`config.mk`:
```
export PLATFORM = sky130hd
export DESIGN_NAME = temporal_ngram_encoder_flat
export DESIGN_NICKNAME = d
export VERILOG_FILES = /design/src/rtl/temporal_ngram_encoder_if.sv /design/src/rtl/temporal_ngram_encoder.sv /design/src/flat_wrapper.sv
export SDC_FILE = /design/constraint.sdc
export NUM_CORES = 1
export LEC_CHECK = 0
export CORE_ASPECT_RATIO = 2
export CORE_UTILIZATION = 41
export CTS_CLUSTER_SIZE = 30
export DETAILED_ROUTE_END_ITERATION = 10
export GPL_TIMING_DRIVEN = 0
export PLACE_DENSITY = 0.69
export SYNTH_ARGS = -nofsm -noshare
export SYNTH_HDL_FRONTEND = slang
export SYNTH_SLANG_ARGS = --single-unit
```
`constraint.sdc`:
```
create_clock -name Clk_CI -period 1.4 [get_ports Clk_CI]
set_clock_uncertainty 0.2 [all_clocks]
set_input_delay 0.21 -clock Clk_CI [delete_from_list [all_inputs] [get_ports Clk_CI]]
set_output_delay 0.21 -clock Clk_CI [all_outputs]
set_load 0.03 [all_outputs]
```
`src/rtl/temporal_ngram_encoder_if.sv`:
```
// Handshake and data bundle between the spatial encoder, the temporal N-gram
// encoder and the associative-memory stage.
`ifndef HV_DIMENSION
`define HV_DIMENSION 8
`endif

interface temporal_ngram_encoder_if #(
    parameter int DIM   = `HV_DIMENSION,
    parameter int NGRAM = 3
);
    localparam int CW = $clog2(NGRAM + 1);

    logic           ValidIn_SI;
    logic           ReadyOut_SO;
    logic [0:DIM-1] HypervectorIn_mod1_DI;
    logic [0:DIM-1] HypervectorIn_mod2_DI;
    logic [0:DIM-1] HypervectorIn_mod3_DI;
    logic           FlushIn_SI;
    logic           ValidOut_SO;
    logic           ReadyIn_SI;
    logic [0:DIM-1] NGramOut_DO;
    logic [CW-1:0]  FillCnt_SO;

    modport master (
        output ValidIn_SI, HypervectorIn_mod1_DI, HypervectorIn_mod2_DI,
               HypervectorIn_mod3_DI, FlushIn_SI, ReadyIn_SI,
        input  ReadyOut_SO, ValidOut_SO, NGramOut_DO, FillCnt_SO
    );

    modport slave (
        input  ValidIn_SI, HypervectorIn_mod1_DI, HypervectorIn_mod2_DI,
               HypervectorIn_mod3_DI, FlushIn_SI, ReadyIn_SI,
        output ReadyOut_SO, ValidOut_SO, NGramOut_DO, FillCnt_SO
    );
endinterface

```
`src/rtl/temporal_ngram_encoder.sv`:
```
// Majority-fuses three modality hypervectors and emits a rotate/XOR N-gram over the last NGRAM samples.
// Latency: output valid one cycle after the window-filling accept; backpressure holds the block in OUT.
// NGRAM_TUMBLING_EN: output handshake also clears the window (non-overlapping windows).
`ifndef HV_DIMENSION
`define HV_DIMENSION 8
`endif

module temporal_ngram_encoder #(
    parameter int DIM   = `HV_DIMENSION,
    parameter int NGRAM = 3
) (
    input  logic                    Clk_CI,
    input  logic                    Reset_RI,
    temporal_ngram_encoder_if.slave io
);
    localparam int            CW   = $clog2(NGRAM + 1);
    localparam logic [CW-1:0] FULL = CW'(NGRAM);

    typedef enum logic [1:0] {
        IDLE = 2'd0,
        FUSE = 2'd1,
        OUT  = 2'd2
    } state_e;

    state_e         state_q, state_d;
    logic [0:DIM-1] hist_q [NGRAM];
    logic [0:DIM-1] fused;
    logic [0:DIM-1] ngram_c;
    logic [0:DIM-1] ngram_q;
    logic [CW-1:0]  fill_q;
    logic [CW-1:0]  fill_nxt;
    logic           sample_acc;
    logic           ready_out;
    logic           valid_out;
    logic           win_clr;

    // rot_k(x)[i] = x[(i-k) mod DIM], with bit 0 the leftmost bit
    function automatic logic [0:DIM-1] rot(input logic [0:DIM-1] x, input int k);
        logic [0:DIM-1] r;
        for (int i = 0; i < DIM; i++) begin
            r[i] = x[((i - k) % DIM + DIM) % DIM];
        end
        return r;
    endfunction

    assign fused = (io.HypervectorIn_mod1_DI & io.HypervectorIn_mod2_DI)
                 | (io.HypervectorIn_mod1_DI & io.HypervectorIn_mod3_DI)
                 | (io.HypervectorIn_mod2_DI & io.HypervectorIn_mod3_DI);

    assign fill_nxt = (fill_q == FULL) ? FULL : fill_q + CW'(1);

    always_comb begin
        ngram_c = hist_q[0];
        for (int k = 1; k < NGRAM; k++) begin
            ngram_c = ngram_c ^ rot(hist_q[k], k);
        end
    end

`ifdef NGRAM_TUMBLING_EN
    assign win_clr = (state_q == OUT) && io.ReadyIn_SI;
`else
    assign win_clr = 1'b0;
`endif

    always_ff @(posedge Clk_CI or posedge Reset_RI) begin
        if (Reset_RI) begin
            state_q <= IDLE;
        end else begin
            state_q <= state_d;
        end
    end

    always_comb begin
        state_d    = state_q;
        ready_out  = 1'b0;
        valid_out  = 1'b0;
        sample_acc = 1'b0;
        case (state_q)
            IDLE: begin
                ready_out = 1'b1;
                if (io.ValidIn_SI) begin
                    sample_acc = 1'b1;
                    if (fill_nxt == FULL) state_d = FUSE;
                end
            end
            FUSE: state_d = OUT;
            OUT: begin
                valid_out = 1'b1;
                if (io.ReadyIn_SI) state_d = IDLE;
            end
            default: state_d = IDLE;
        endcase
        // Flush wins over any accept or transfer in the same cycle
        if (io.FlushIn_SI) begin
            state_d    = IDLE;
            ready_out  = 1'b0;
            sample_acc = 1'b0;
        end
    end

    always_ff @(posedge Clk_CI or posedge Reset_RI) begin
        if (Reset_RI) begin
            for (int k = 0; k < NGRAM; k++) hist_q[k] <= '0;
            fill_q  <= '0;
            ngram_q <= '0;
        end else if (io.FlushIn_SI) begin
            for (int k = 0; k < NGRAM; k++) hist_q[k] <= '0;
            fill_q <= '0;
        end else begin
            if (win_clr) begin
                for (int k = 0; k < NGRAM; k++) hist_q[k] <= '0;
                fill_q <= '0;
            end else if (sample_acc) begin
                hist_q[0] <= fused;
                for (int k = 1; k < NGRAM; k++) hist_q[k] <= hist_q[k-1];
                fill_q <= fill_nxt;
            end
            if (state_q == FUSE) ngram_q <= ngram_c;
        end
    end

    assign io.ReadyOut_SO = ready_out & ~Reset_RI;
    assign io.ValidOut_SO = valid_out;
    assign io.NGramOut_DO = ngram_q;
    assign io.FillCnt_SO  = fill_q;

endmodule

```
`src/flat_wrapper.sv`:
```
// flat-port wrapper written by rule: the top's interface ports become plain ports
module temporal_ngram_encoder_flat 
#(
    parameter int DIM   = `HV_DIMENSION,
    parameter int NGRAM = 3
)
  (Clk_CI, Reset_RI, io_ValidIn_SI, io_HypervectorIn_mod1_DI, io_HypervectorIn_mod2_DI, io_HypervectorIn_mod3_DI, io_FlushIn_SI, io_ReadyIn_SI, io_ReadyOut_SO, io_ValidOut_SO, io_NGramOut_DO, io_FillCnt_SO);
  temporal_ngram_encoder_if #(.DIM(DIM), .NGRAM(NGRAM)) io_i ();
  input  logic Clk_CI;
  input  logic Reset_RI;
  input wire logic [$bits(io_i.ValidIn_SI)-1:0] io_ValidIn_SI;
  input wire logic [$bits(io_i.HypervectorIn_mod1_DI)-1:0] io_HypervectorIn_mod1_DI;
  input wire logic [$bits(io_i.HypervectorIn_mod2_DI)-1:0] io_HypervectorIn_mod2_DI;
  input wire logic [$bits(io_i.HypervectorIn_mod3_DI)-1:0] io_HypervectorIn_mod3_DI;
  input wire logic [$bits(io_i.FlushIn_SI)-1:0] io_FlushIn_SI;
  input wire logic [$bits(io_i.ReadyIn_SI)-1:0] io_ReadyIn_SI;
  output wire logic [$bits(io_i.ReadyOut_SO)-1:0] io_ReadyOut_SO;
  output wire logic [$bits(io_i.ValidOut_SO)-1:0] io_ValidOut_SO;
  output wire logic [$bits(io_i.NGramOut_DO)-1:0] io_NGramOut_DO;
  output wire logic [$bits(io_i.FillCnt_SO)-1:0] io_FillCnt_SO;
  assign io_i.ValidIn_SI = io_ValidIn_SI;
  assign io_i.HypervectorIn_mod1_DI = io_HypervectorIn_mod1_DI;
  assign io_i.HypervectorIn_mod2_DI = io_HypervectorIn_mod2_DI;
  assign io_i.HypervectorIn_mod3_DI = io_HypervectorIn_mod3_DI;
  assign io_i.FlushIn_SI = io_FlushIn_SI;
  assign io_i.ReadyIn_SI = io_ReadyIn_SI;
  assign io_ReadyOut_SO = io_i.ReadyOut_SO;
  assign io_ValidOut_SO = io_i.ValidOut_SO;
  assign io_NGramOut_DO = io_i.NGramOut_DO;
  assign io_FillCnt_SO = io_i.FillCnt_SO;
  temporal_ngram_encoder #(.DIM(DIM), .NGRAM(NGRAM)) u_core (.Clk_CI(Clk_CI), .Reset_RI(Reset_RI), .io(io_i));
endmodule
```
== Word-level counts from Yosys, hierarchy flattened ==
Index checks and enable logic that the tools add are counted.
Word-level totals
  register bits after elaboration: 36
  latch bits: 0
  RAM bits: 0
  memory bits (read-only): 0
  output and inout bits: 12
  logic and storage cells: 44
  memories: 0
Cells by class
  add/sub/neg operators: 1
  $mul: 0
  div/mod/pow operators: 0
  order comparisons: 0
  eq/ne operators: 7
  shifts and indexed selects: 0
  muxes and demuxes: 16
  bitwise operators: 10
  reduce and logical (&&, ||, !) cells: 4
Operators with widths (number)
  24-bit 2-to-1 mux: 2
  8-bit bitwise AND: 3
  8-bit bitwise OR: 2
  8-bit XOR: 2
  2-bit 2-to-1 mux: 7
  2-bit == test, second input constant: 3
  1-bit 2-to-1 mux: 6
  3-bit != test, second input constant: 2
  2-bit case mux with 3 select lines: 1
  3-bit by 2-bit != test with 1-bit output, second input constant: 1
  3-bit AND reduction: 1
  2-bit by 1-bit adder with 2-bit output, second input constant: 1
  2-bit by 1-bit == test with 1-bit output, second input constant: 1
  2-bit logical NOT: 1
  1-bit NOT: 2
  2-bit AND reduction: 1
  2-bit nonzero test: 1
  1-bit bitwise AND: 1

== Longest topological paths before layout ==
  depth in word-level cells: 7
  depth in mapped cells: 5
  gate-level depth less buffers: 3

== Worst setup path before layout ==
OpenSTA, ideal clock, no wires.
  path kind: register to output
  from: reg u_core.state_q[0]
  to: out io_ReadyOut_SO
  arrival: 1.437 ns
  required time: 0.990 ns
  path slack: -0.447 ns
  cell stages (with the launch flop): 2
  path buffers: 0
  cell sequence: dfrtp_1 nor4_1
Between the ends
  cells in the longest elaborated chain, start to end: 4
Ends and longest elaborated chain
  start, declared: line temporal_ngram_encoder.sv:25  | state_e state_q, state_d;
  start signal, assigned: line temporal_ngram_encoder.sv:69  | state_q <= state_d;
  2-bit logical NOT: line temporal_ngram_encoder.sv:78  | case (state_q)
  1-bit 2-to-1 mux: line temporal_ngram_encoder.sv:78
  1-bit 2-to-1 mux: line temporal_ngram_encoder.sv:94  | if (io.FlushIn_SI) begin
  1-bit bitwise AND: line temporal_ngram_encoder.sv:122  | assign io.ReadyOut_SO = ready_out & ~Reset_RI;
  end, declared: line flat_wrapper.sv:17  | output wire logic [$bits(io_i.ReadyOut_SO)-1:0] io_ReadyOut_SO;
No other way between the ends.

== Worst setup path after layout ==
  from: reg u_core.state_q[0]
  to: reg u_core.fill_q[0], in the netlist u_core.io.FillCnt_SO[0]
Between the ends
  cells in the longest elaborated chain, start to end: 4
Ends and longest elaborated chain
  2-bit logical NOT: line temporal_ngram_encoder.sv:78
  1-bit 2-to-1 mux: line temporal_ngram_encoder.sv:78
  1-bit 2-to-1 mux: line temporal_ngram_encoder.sv:94
  2-bit nonzero test (no line)
  end signal, assigned: line temporal_ngram_encoder.sv:116  | fill_q <= fill_nxt;
  end, declared: line temporal_ngram_encoder.sv:30  | logic [CW-1:0] fill_q;
No other way between the ends.
A chain may end at the register's enable or synchronous reset.

==> run_results.csv <==
group,metric,value,unit
outcome,status,"complete, but fails checks",
outcome,violations,"setup timing",
yosys,synthCells,175,
drt,routed_wl,4.41,mm
clocking,htreeDepth,2,
timing,layout_setup_ws,-327,ps
placed_design,dp_hpwl,2.78,mm
min_path,hold_path.class,"input port to register",
worst_setup_path,cp_max_fo,4,
floorplan,die_w,47.0,um
power,pwr-share-comb,24.0,%
yosys,yosysSeqAreaShare,54.3,%
clocking,cts_tree,"built",
worst_setup_path,cp.arrival,1670,ps
grt,antenna_found_initial,0,
timing,finalCriticalPeriod,1730,ps
cells_and_area,drive_gt1_share,45.2,%
placed_design,place_congestion,0.752,
timing,tns,-9420,ps
clocking,clock_path_buffers,2,
timing,tightestPinTransition,781,ps
grt,grt_max_degree,37,
yosys,yosysWarningCount,0,
power,p_int,1.97,mW
cells_and_area,design_area,2720,um^2
power,vdd_ir_drop_max,1180,uV
drt,vias,1499,
power,switchingPower,0.833,mW
timing,finalCritPeriodShare,123,%
yosys,synth_cell_types,24,
clocking,ctsHoldBuffers,0,
run,max_cap_violations,0,
floorplan,fp-row-count,32,
worst_setup_path,required,1340,ps
yosys,synth_fp_nets,204,
grt,grt.total_usage,23.5,%
worst_setup_path,startpoint_type,"register",
timing,rsz0062_at_grt,"true",
placed_design,placed_area,2150,um^2
timing,slew_viol_final,0,
grt,overflow,0,
clocking,clk_pin_slew,80,ps
drt,dr.pass1.iters,4,
power,powerDensity,1030,nW/um^2
cells_and_area,area_delta_synth_final,63.6,%
cells_and_area,fin_nets,267,
timing,fmax,579,MHz
worst_setup_path,cp-end-kind,"register",
clocking,root_buffer,"clkbuf_8",
timing,slew_headroom,47.8,%
cells_and_area,num_antenna_cells,0,
floorplan,die_h,92.0,um
drt,drtAntennaViolNets,0,
drt,first_iter_violations,59,
timing,setup_violations,36,
power,seq_power_share,43.3,%
power,p_clk_share,32.7,%
worst_setup_path,crit_type,"register to register",
clocking,clk_latency,290,ps
power,p_leak,1.21,nW
floorplan,io_pins,41,
drt,wire_per_inst,15.2,um
yosys,synth-seq-cells,36,
placed_design,numPortBuffers,40,
drt,drc_errors,0,
grt,grt_pass1_wl,7.14,mm
drt,viasPerCell,5.17,
clocking,cts.sinks,36,
floorplan,initial_core_util,43.2,%
timing,hold_violations,0,
grt,grt_pass1_vias,1620,
power,switching_share,29.7,%
clocking,numCtsBuffers,5,
floorplan,coreArea,3840,um^2
yosys,synth_area_per_cell,9.48,um^2
floorplan,die_area,4320,um^2
yosys,synth_area,1660,um^2
## timing repair
action	CTS	global route
buffers inserted	14	2
setup endpoints to repair	83	41
pin swaps	19	23
gates resized for setup	105	47
gates cloned	3	0
## Yosys cell counts
master,instances,area [um^2]
nor3b_4,1,18.8
a211oi_1,1,7.51
xnor2_1,8,70.1
buf_2,4,20.0
o21ai_2,2,17.5
buf_4,1,7.51
clkbuf_1,2,7.51
a21oi_1,18,90.1
nor3_1,1,5.00
o21ai_0,8,40.0
buf_1,1,3.75
nor4_1,1,6.26
o21ai_1,6,30.0
and2b_1,1,7.51
nor2_1,12,45.0
nand2_1,48,180
xor2_1,8,70.1
buf_6,2,22.5
nand3b_1,1,7.51
dfrtp_1,36,901
or3b_1,2,17.5
inv_1,2,7.51
nor2b_1,1,6.26
a311oi_1,8,70.1
## worst paths after layout
check	slack, ps	cells after the start	to	startpoint
worst max-delay path	-330	6	u_core.io.FillCnt_SO[0]	u_core.state_q[0]
worst min-delay path	110	3	u_core.hist_q[23]	io_FlushIn_SI
worst max register to register	-330	6	u_core.io.FillCnt_SO[0]	u_core.state_q[0]
worst min register to register	290	2	u_core.io.NGramOut_DO[7]	u_core.io.NGramOut_DO[7]
max in group asynchronous	290	2	u_core.state_q[1]	Reset_RI
min in group asynchronous	240	2	u_core.hist_q[8]	Reset_RI
## layer usage
layer / global-route usage [%] / up-vias / part of all wire, %
li1: - / 712 / -
met1: 23.2 / 731 / 32
met2: 41.8 / 42 / 61
met3: 4.72 / 14 / 3.4
met4: 12.6 / 0 / 3.7
met5: 0 / - / 0
## metrics by stage
| step | std cells | hold slack [ps] | power, mW | utilization, % | setup slack (ps) |
|---|---|---|---|---|---|
| 4_1_cts | 291 | 264 | 2.77 | 68.3 | -289 |
| 3_5_place_dp | 266 | 274 | 1.77 | 56.0 | -892 |
| 6_report | 290 | 113 | 2.81 | 70.6 | -327 |
| 5_1_grt | 290 | 136 | 2.91 | 70.6 | -371 |
| 3_3_place_gp | 266 | 265 | 1.76 | 56.0 | -899 |
| 2_1_floorplan | 175 | 150 | 1.52 | - | -123 |
## critical path, cell delays in order, from the launching register on
cell and delay (ps):
dfrtp_2 450, buf_6 130, or3b_1 380, buf_6 150, buf_6 130, nor2_4 80
a211oi_2 60
## power groups by stage
stage	Sequential, mW	Clock [mW]	Combinational (mW)
finish	1.22	0.918	0.674
global route	1.23	0.956	0.728
CTS	1.20	0.923	0.646
detailed placement	1.21	0	0.559
global placement	1.21	0	0.549
floorplan	1.30	0	0.222
## kinds of logic after synthesis
| family | after synthesis | share of synthesized area [%] |
|---|---|---|
| and+or+nand+nor | 68 | 17.7 |
| xor gates and xnor gates | 16 | 8.45 |
| AOI/OAI and AO/OA | 43 | 15.4 |
| DFF | 36 | 54.3 |
| buffers and inverters | 12 | 4.15 |
## registers in the layout, summed over array words and instances (netlist names)
name                   cells
u_core.hist_q             24
u_core.io.NGramOut_DO      8
u_core.io.FillCnt_SO       2
u_core.state_q             2
## final cells by class
type | count | area, um^2
fillers | 293 | 1130
multi-input cells | 127 | 935
flip-flops and latches | 36 | 905
repair buffers | 58 | 602
plain buffers | 8 | 87.6
clock buffers | 5 | 68.8
well taps | 51 | 63.8
clock inverters | 3 | 42.5
inverters | 2 | 11.3
## placed cells by master (no fill, tap or decap), types with 2 or more instances in the layout
| cell type | netlist | final |
|---|---|---|
| xor2_1 | 8 | 8 |
| xnor2_1 | 8 | 8 |
| buf_8 | 0 | 4 |
| clkinvlp_4 | 0 | 2 |
| a21oi_2 | 0 | 14 |
| buf_16 | 0 | 2 |
| nor2_2 | 0 | 3 |
| nand2_2 | 0 | 15 |
| nand2_1 | 48 | 21 |
| clkdlybuf4s15_2 | 0 | 4 |
| clkbuf_8 | 0 | 5 |
| dfrtp_1 | 36 | 33 |
| clkdlybuf4s50_1 | 0 | 27 |
| dfrtp_2 | 0 | 3 |
| nand2_4 | 0 | 12 |
| buf_6 | 2 | 12 |
| nor2_1 | 12 | 7 |
| buf_4 | 1 | 7 |
| a311oi_1 | 8 | 7 |
| buf_2 | 4 | 7 |
| a21oi_1 | 18 | 4 |
| o21ai_2 | 2 | 8 |
| nor2_4 | 0 | 2 |
| o21ai_0 | 8 | 8 |
Note: power is estimated with default switching activity, not from simulation.
